`src/rtl/pbsw_pkg.sv`:
```
// Shared types and constants for the push-button/switch LED controller.
// Latency: n/a (declarations only).
// Backpressure: n/a.
package pbsw_pkg;

   // FSM encoding: MODE output is the state bit itself
   typedef enum logic {
      ST_HOLD   = 1'b0,
      ST_ROTATE = 1'b1
   } state_t;

   // Defaults sized for a 100 MHz clock: 1 ms debounce, 0.25 s rotate step
   localparam int DB_CYCLES_DEF = 100000;
   localparam int ROT_DIV_DEF   = 25000000;

   // Counter widths cover 0..DEF-1 of the default settings
   localparam int DB_CNT_W  = $clog2(DB_CYCLES_DEF);
   localparam int ROT_CNT_W = $clog2(ROT_DIV_DEF);

   // Rotate left by one, MSB wraps into LSB
   function automatic logic [7:0] rotl8(input logic [7:0] i_v);
      return {i_v[6:0], i_v[7]};
   endfunction

endpackage

```
`src/rtl/pb_debounce.sv`:
```
// Push-button conditioner: 2-flop synchronizer, debounce counter, rising-edge pulse.
// Latency: pulse appears DB_CYCLES+3 edges after the first edge sampling a held-high input.
// Backpressure: none; the one-cycle pulse must be consumed on the cycle it is asserted.
module pb_debounce
   import pbsw_pkg::*;
#(
   parameter int DB_CYCLES = DB_CYCLES_DEF,
   parameter int CNT_W     = DB_CNT_W
) (
   input  logic i_clk,
   input  logic i_rst_n,
   input  logic i_btn,
   output logic o_pulse
);

   localparam logic [CNT_W-1:0] LP_CNT_MAX = CNT_W'(DB_CYCLES - 1);

   logic             r_sync1;
   logic             r_sync2;
   logic             r_stable;
   logic             r_stable_d;
   logic             r_pulse;
   logic [CNT_W-1:0] r_cnt;

   // Bring the asynchronous button into the clock domain
   always_ff @(posedge i_clk or negedge i_rst_n) begin
      if (!i_rst_n) begin
         r_sync1 <= 1'b0;
         r_sync2 <= 1'b0;
      end else begin
         r_sync1 <= i_btn;
         r_sync2 <= r_sync1;
      end
   end

   // Accept a new level only after DB_CYCLES consecutive disagreeing samples
   always_ff @(posedge i_clk or negedge i_rst_n) begin
      if (!i_rst_n) begin
         r_stable <= 1'b0;
         r_cnt    <= '0;
      end else if (r_sync2 == r_stable) begin
         r_cnt    <= '0;
      end else if (r_cnt == LP_CNT_MAX) begin
         r_stable <= r_sync2;
         r_cnt    <= '0;
      end else begin
         r_cnt    <= r_cnt + CNT_W'(1);
      end
   end

   // One registered pulse per stable 0->1 transition; releases are silent
   always_ff @(posedge i_clk or negedge i_rst_n) begin
      if (!i_rst_n) begin
         r_stable_d <= 1'b0;
         r_pulse    <= 1'b0;
      end else begin
         r_stable_d <= r_stable;
         r_pulse    <= r_stable & ~r_stable_d;
      end
   end

   assign o_pulse = r_pulse;

endmodule

```
`src/rtl/pbsw_controller.sv`:
```
// LED controller: buttons clear/load/rotate-toggle an 8-bit LED register that can auto-rotate.
// Latency: LED/MODE update one edge after a debounced event pulse (DB_CYCLES+4 from press).
// Backpressure: none; simultaneous events resolve clear > load > toggle, losers are dropped.
module pbsw_controller
   import pbsw_pkg::*;
#(
   parameter int DB_CYCLES = DB_CYCLES_DEF,
   parameter int ROT_DIV   = ROT_DIV_DEF
) (
   input  logic       CLK,
   input  logic       RSTN,
   input  logic       BTNL,
   input  logic       BTNR,
   input  logic       BTNC,
   input  logic [7:0] SW,
   output logic [7:0] LED,
   output logic       MODE
);

   localparam logic [ROT_CNT_W-1:0] LP_ROT_MAX = ROT_CNT_W'(ROT_DIV - 1);

   logic                 w_evt_load;
   logic                 w_evt_clr;
   logic                 w_evt_tog;
   logic                 w_do_clr;
   logic                 w_do_load;
   logic                 w_do_tog;
   logic                 w_wrap;
   state_t               r_state;
   state_t               w_state_nxt;
   logic [7:0]           r_led;
   logic [7:0]           w_led_nxt;
   logic [ROT_CNT_W-1:0] r_rot_cnt;
   logic [ROT_CNT_W-1:0] w_rot_cnt_nxt;

   pb_debounce #(.DB_CYCLES(DB_CYCLES), .CNT_W(DB_CNT_W)) u_db_load (
      .i_clk   (CLK),
      .i_rst_n (RSTN),
      .i_btn   (BTNL),
      .o_pulse (w_evt_load)
   );

   pb_debounce #(.DB_CYCLES(DB_CYCLES), .CNT_W(DB_CNT_W)) u_db_clr (
      .i_clk   (CLK),
      .i_rst_n (RSTN),
      .i_btn   (BTNR),
      .o_pulse (w_evt_clr)
   );

   pb_debounce #(.DB_CYCLES(DB_CYCLES), .CNT_W(DB_CNT_W)) u_db_tog (
      .i_clk   (CLK),
      .i_rst_n (RSTN),
      .i_btn   (BTNC),
      .o_pulse (w_evt_tog)
   );

   // Priority resolution: a higher-priority event masks the others in the same cycle
   assign w_do_clr  = w_evt_clr;
   assign w_do_load = w_evt_load & ~w_evt_clr;
   assign w_do_tog  = w_evt_tog & ~w_evt_clr & ~w_evt_load;
   assign w_wrap    = (r_state == ST_ROTATE) && (r_rot_cnt == LP_ROT_MAX);

   // FSM state register
   always_ff @(posedge CLK or negedge RSTN) begin
      if (!RSTN) begin
         r_state <= ST_HOLD;
      end else begin
         r_state <= w_state_nxt;
      end
   end

   // FSM next state: clear forces HOLD, toggle flips, load keeps state
   always_comb begin
      w_state_nxt = r_state;
      if (w_do_clr) begin
         w_state_nxt = ST_HOLD;
      end else if (w_do_tog) begin
         w_state_nxt = (r_state == ST_HOLD) ? ST_ROTATE : ST_HOLD;
      end
   end

   // FSM outputs: next LED value and rotate counter; any event pre-empts a rotate step
   always_comb begin
      w_led_nxt     = r_led;
      w_rot_cnt_nxt = r_rot_cnt;
      if (w_do_clr) begin
         w_led_nxt     = 8'h00;
         w_rot_cnt_nxt = '0;
      end else if (w_do_load) begin
         w_led_nxt     = SW;
         w_rot_cnt_nxt = '0;
      end else if (w_do_tog) begin
         w_rot_cnt_nxt = '0;
      end else if (r_state == ST_ROTATE) begin
         if (w_wrap) begin
            w_led_nxt     = rotl8(r_led);
            w_rot_cnt_nxt = '0;
         end else begin
            w_rot_cnt_nxt = r_rot_cnt + ROT_CNT_W'(1);
         end
      end else begin
         w_rot_cnt_nxt = '0;
      end
   end

   // LED and rotate counter registers
   always_ff @(posedge CLK or negedge RSTN) begin
      if (!RSTN) begin
         r_led     <= 8'h00;
         r_rot_cnt <= '0;
      end else begin
         r_led     <= w_led_nxt;
         r_rot_cnt <= w_rot_cnt_nxt;
      end
   end

   assign LED  = r_led;
   assign MODE = r_state;

endmodule

```
`config.mk`:
```
export PLATFORM = sky130hd
export DESIGN_NAME = pbsw_controller
export DESIGN_NICKNAME = d
export VERILOG_FILES = /design/src/rtl/pbsw_pkg.sv /design/src/rtl/pb_debounce.sv /design/src/rtl/pbsw_controller.sv
export SDC_FILE = /design/constraint.sdc
export NUM_CORES = 1
export LEC_CHECK = 0
export BUFFER_PORTS_ARGS = -buffer_cell sky130_fd_sc_hd__buf_2
export CAP_MARGIN = 20
export CORE_MARGIN = 1
export CORE_UTILIZATION = 30
export DETAILED_ROUTE_END_ITERATION = 12
export GPL_ROUTABILITY_DRIVEN = 1
export SLEW_MARGIN = 5
export SYNTH_ARGS = -nofsm -noshare
export SYNTH_HDL_FRONTEND = slang
export SYNTH_SLANG_ARGS = --single-unit
```
`constraint.sdc`:
```
create_clock -name CLK -period 2.23 [get_ports CLK]
set_input_delay 0.223 -clock CLK [delete_from_list [all_inputs] [get_ports CLK]]
set_output_delay 0.223 -clock CLK [all_outputs]
set_load 0.005 [all_outputs]
```
# Word-level counts from Yosys, hierarchy flattened
# Index checks and enable logic that the tools add are counted.
# totals
n_memories,0
latchBits,0
romBits,0
ff_bits,100
input_bits,13
ramBits,0
output_inout_bits,9
wordCells,74
# op_classes
bitwise_logic,14
n_shift,0
mux,19
reduce_logical,8
multipliers,0
n_addsub,4
magnitude_cmp,0
div_mod_pow,0
n_eq_ne,8
# ops
cell,count
$mux W25,5
$mux W17,6
$add A17 B1 Y17 const B,3
$eq A17 B17 Y1 const B,3
$mux W8,5
$add A25 B1 Y25 const B,1
$eq A25 B25 Y1 const B,1
$not A1 Y1,8
$and A1 B1 Y1,6
$reduce_and A2 Y1,3
$reduce_bool A3 Y1,2
$eq A1 B1 Y1,3
$mux W1,3
$ne A3 B2 Y1 const B,1
$reduce_and A3 Y1,1
$reduce_bool A2 Y1,1
$logic_and A1 B1 Y1,1

# Depth between registers and ports, before layout
# depth
depth_word,7
ltp_mapped,7
mapped_depth_nobuf,5

# By module
# Synthesis repeated with hierarchy kept, for this count alone.
# hier_totals
cells_unflattened,470
area_unflattened_um2,4877.2
# modules_own_cells
mod,area_each_um2,n_inst,cells_each,seq_area_each_um2
pb_debounce (u_db_clr ...),1041.0,2,94,550.5
pbsw_controller,1798.0,1,188,850.8
pb_debounce (u_db_load),997.2,1,94,550.5

# Worst setup path after synthesis
# No wires, ideal clock.
# synth_timing
path_kind,reg2reg
from,register r_rot_cnt[17]
to,register r_rot_cnt[2]
arrival_ns,2.006
t_required_ns,2.111
synth_period_minus_slack_ns,2.125
path_stages_with_launch,7
path_slack_ns,0.105
path_buffers,2
setup_time_ns,0.119
path_cell_list,dfrtp_1 or4_4 or4_4 buf_6 o21ai_4 buf_6 nor2_2
# synth_between
elab_chain_cells,7
# synth_rtl
item,line_no,rtl
from (decl),pbsw_controller.sv:33,logic [ROT_CNT_W-1:0] r_rot_cnt;
from (signal assigned),pbsw_controller.sv:113,r_rot_cnt <= w_rot_cnt_nxt;
$eq A25 B25 Y1,pbsw_controller.sv:61,assign w_wrap = (r_state == ST_ROTATE) && (r_rot_cnt == LP_ROT_MAX);
$logic_and A1 B1 Y1,pbsw_controller.sv:61,
$mux W25,pbsw_controller.sv:95,if (w_wrap) begin
$mux W25,pbsw_controller.sv:94,end else if (r_state == ST_ROTATE) begin
$mux W25,pbsw_controller.sv:92,end else if (w_do_tog) begin
$mux W25,pbsw_controller.sv:89,end else if (w_do_load) begin
$mux W25,pbsw_controller.sv:86,if (w_do_clr) begin
net w_rot_cnt_nxt[2],pbsw_controller.sv:34,logic [ROT_CNT_W-1:0] w_rot_cnt_nxt;
# The timed path passes the listed nets, and every way through them passes these cells.
# A chain may end at the register's enable or synchronous reset.

# Final worst setup path
# layout_timing
from,register r_rot_cnt[9]
to,register r_led[3] (netlist: LED[3])
# layout_between
elab_chain_cells,4
# layout_rtl
item,line_no,rtl
$eq A25 B25 Y1,pbsw_controller.sv:61,
$logic_and A1 B1 Y1,pbsw_controller.sv:61,
$reduce_bool A3 Y1 (no source line),--,
$reduce_and A3 Y1 (no source line),--,
to (signal assigned),pbsw_controller.sv:112,r_led <= w_led_nxt;
to (decl),pbsw_controller.sv:31,logic [7:0] r_led;
# Every way passes these cells.

==> impl_metrics.tcl <==
set metrics [dict create \
    grt_max_degree 47 \
    p_leak_nw 2.23 \
    synth_common_cells "dfrtp_1 (100), nor2_1 (45), nand3_1 (31), xor2_1 (29), nand2_1 (27)" \
    synth_top_family_by_area "simple AND/OR/NAND/NOR gates" \
    synthFlopType "dfrtp_1" \
    powerDensity_mw_per_mm2 613 \
    synth_edf_count 0 \
    drtAntennaViolNets 0 \
    grtUsageTotal_pct 12.3 \
    fin_crit_sh_pct 97.7 \
    hold_depth 3 \
    relSlewSlack_pct 60.3 \
    clock.fmax_mhz 459 \
    antennaDiodeCount 0 \
    die_h_um 129 \
    cp_num_buf_inv 1 \
    numCtsBuffers 9 \
    areaGrowthSynthToFinish_pct 16.7 \
    grt_overflow_total 0 \
    stdcell_count 732 \
    core_mm2 0.0159 \
    synthCells 473 \
    critPathMaxStageDelay_ns 0.60 \
    vias 3733 \
    avgSynthCellArea_um2 10.3 \
    clk-insertion-delay-late_ns 0.36 \
    tightest_slew_ns 0.595 \
    htree_levels 3 \
    gp_congestion 0.797 \
    startpoint_type "flop" \
    yosysTopAreaCell "dfrtp_1" \
    crit_path_top_delay_cell "or4b_1" \
    peakVddDrop_v 0.000365 \
    cts.sinks 100 \
    yosysSeqAreaShare_pct 51.3 \
    viasPerCell 5.10 \
    fillers 1604 \
    r2r_start "r_rot_cnt[9]" \
    grt_pass1_vias 3591 \
    cp_max_fo 8 \
    multi_input_area_mm2 0.00225 \
    drtIter0Drc 170 \
    yosysUniqueCellTypes 40 \
    yosysWarnings 0 \
    routedWlPerCell_um 13.0 \
    required_ns 2.44 \
    r2r_end "LED[3]" \
    synth.area.mux_share_pct 0.693 \
    die_w_um 129 \
    syn-cell-area_mm2 0.00488 \
    r2r_setup_slack_ns 0.05 \
    cp_top_family "simple AND/OR/NAND/NOR gates" \
    drt-total-wl_um 9540 \
    final_layout_size_suffix_gt1_share_pct 16.5 \
    syn_nets 490 \
    synth_seq_cells 100 \
    path_clk_slew_ns 0.07 \
    drc 0 \
    synth_area_leaders "dfrtp_1 (51%), xor2_1 (5.2%), xnor2_1 (4.1%)" \
    setup_viol 0 \
    hold_viol_final 0 \
    arrival_ns 2.39 \
    post-route-min-period_ns 2.18 \
    dp_slack_ns 0.00567 \
    die_area_mm2 0.0168 \
    num_rows 46 \
    cts_tree "built" \
    drv_cap 0 \
    antenna_found_initial 0 \
    synth_xor_area_share_pct 9.34 \
    rsz0062_at_grt "false" \
    end_kind "flop" \
    synthSimpleGateAreaFrac_pct 26.0 \
    start_util_pct 30.7 \
    r2r_cells 5 \
    synth_fa_ha_area_share_pct 1.03 \
    worstHoldStart "SW[7]" \
    slew_viol_final 0 \
    fin_ws_ns 0.0502 \
    clockBufferDepth 2 \
    synth_top_area_share_pct 51.3 \
    tns_ns 0 \
    drtPass1Iterations 4 \
    hold_path_end "LED[7]" \
    crit_chain "or4b_1, nor4_4, buf_4, a211oi_1, a2111oi_0" \
    portBuffers 21 \
    path_class "flop to flop" \
    synth_most_common_cell "dfrtp_1" \
    io_pins 22 \
    skew_ns 0.00855 \
    hold_class "input port to flop" \
    grt_pass1_wl_um 16300 \
    place_hpwl_um 6670 \
    synth_compound_area_share_pct 8.70 \
    clock_tree.root_cell "clkbuf_16" \
    async_reset_ff_share_pct 100 \
    ff_latch_area_mm2 0.00250 \
    status "completed" \
    post-place-cells 710 \
    nNetsFinal 528 \
]
## flip-flops by register name, summed over array words and instances, names as in the netlist, 8 cells and up
signal / cells
r_rot_cnt: 25
u_db_load.r_cnt: 17
LED: 8
u_db_tog.r_cnt: 17
u_db_clr.r_cnt: 17
## routing by layer
layer  wire length (um)  track usage (%)  vias up
li1                   -                -     1807
met1               4450             14.8     1847
met2               4480             20.3       64
met3                448             3.63       15
met4                154             5.68        0
met5                  0                0        -
## worst max path at each step
stage | from | end | slack, ns | cells past startpoint
finish | r_rot_cnt[9] | LED[3] | 0.05 | 5
global route | r_rot_cnt[9] | LED[3] | 0.007 | 5
CTS | r_rot_cnt[9] | LED[6] | 0.06 | 4
detailed placement | r_rot_cnt[9] | LED[6] | 0.006 | 4
global placement | r_rot_cnt[9] | LED[5] | 0.14 | 4
floorplan | r_rot_cnt[17] | r_rot_cnt[2] | 0.11 | 6
## power breakdown
group | switching (mW) | total, mW | leakage [nW] | internal, mW
sequential | 0.0131 | 1.84 | 1.33 | 1.83
combinational | 0.0680 | 0.107 | 0.745 | 0.0391
clock | 0.726 | 1.54 | 0.147 | 0.810
## cell type report
type | count | area share [%]
clock buffers | 10 | 4.20
clock inverters | 6 | 1.01
inverters | 13 | 0.858
multi-input cells | 342 | 39.5
flip-flops and latches | 100 | 44.0
well taps | 216 | 4.75
repair buffers | 45 | 5.68
## layout by cell type (no fill, tap or decap), types with 8 or more instances in the layout
| cell type | instances |
|---|---|
| nand4_1 | 19 |
| or4_1 | 13 |
| nor4_1 | 20 |
| nor2_2 | 15 |
| a21oi_1 | 15 |
| a211oi_1 | 8 |
| clkbuf_16 | 9 |
| nand3_1 | 31 |
| and4_1 | 8 |
| buf_4 | 19 |
| o31ai_1 | 11 |
| or3_1 | 14 |
| xnor2_1 | 23 |
| nand2_1 | 27 |
| xor2_1 | 29 |
| o21ai_0 | 10 |
| nor2_1 | 45 |
| dfrtp_1 | 100 |
| inv_1 | 13 |
| buf_2 | 20 |
## worst min-delay path, delay by kind of cell
kind	cells	cell delay, ns
buffers and inverters	2	0.13
AO/OA/AOI/OAI	1	0.07
## stage by stage
step | total power, mW | hold WS, ns | cell area [um2] | utilization, %
after floorplan | 1.92 | -0.0726 | 4880 | -
after global placement | 1.98 | 0.273 | 5320 | 33.5
after detailed placement | 1.99 | 0.274 | 5320 | 33.5
after CTS | 3.56 | 0.114 | 5660 | 35.6
after global routing | 3.63 | 0.121 | 5690 | 35.8
final | 3.49 | 0.122 | 5690 | 35.8
## cell families after synthesis
kind of cell / count (synthesis)
buffers and inverters: 31
xor gates and xnor gates: 52
muxes: 3
and+or+nand+nor: 223
DFF: 100
AOI/OAI and AO/OA: 60
adders and majority gates: 4
## what timing repair did
item                                    4_1_cts  5_1_grt
setup buffers                                 0        2
pin swaps                                     1        3
resized for setup                             0        6
endpoints found under the setup margin        3       18
hold endpoints to repair                     47        0
hold buffers                                  4        0
Note: power is estimated with default switching activity, not from simulation.
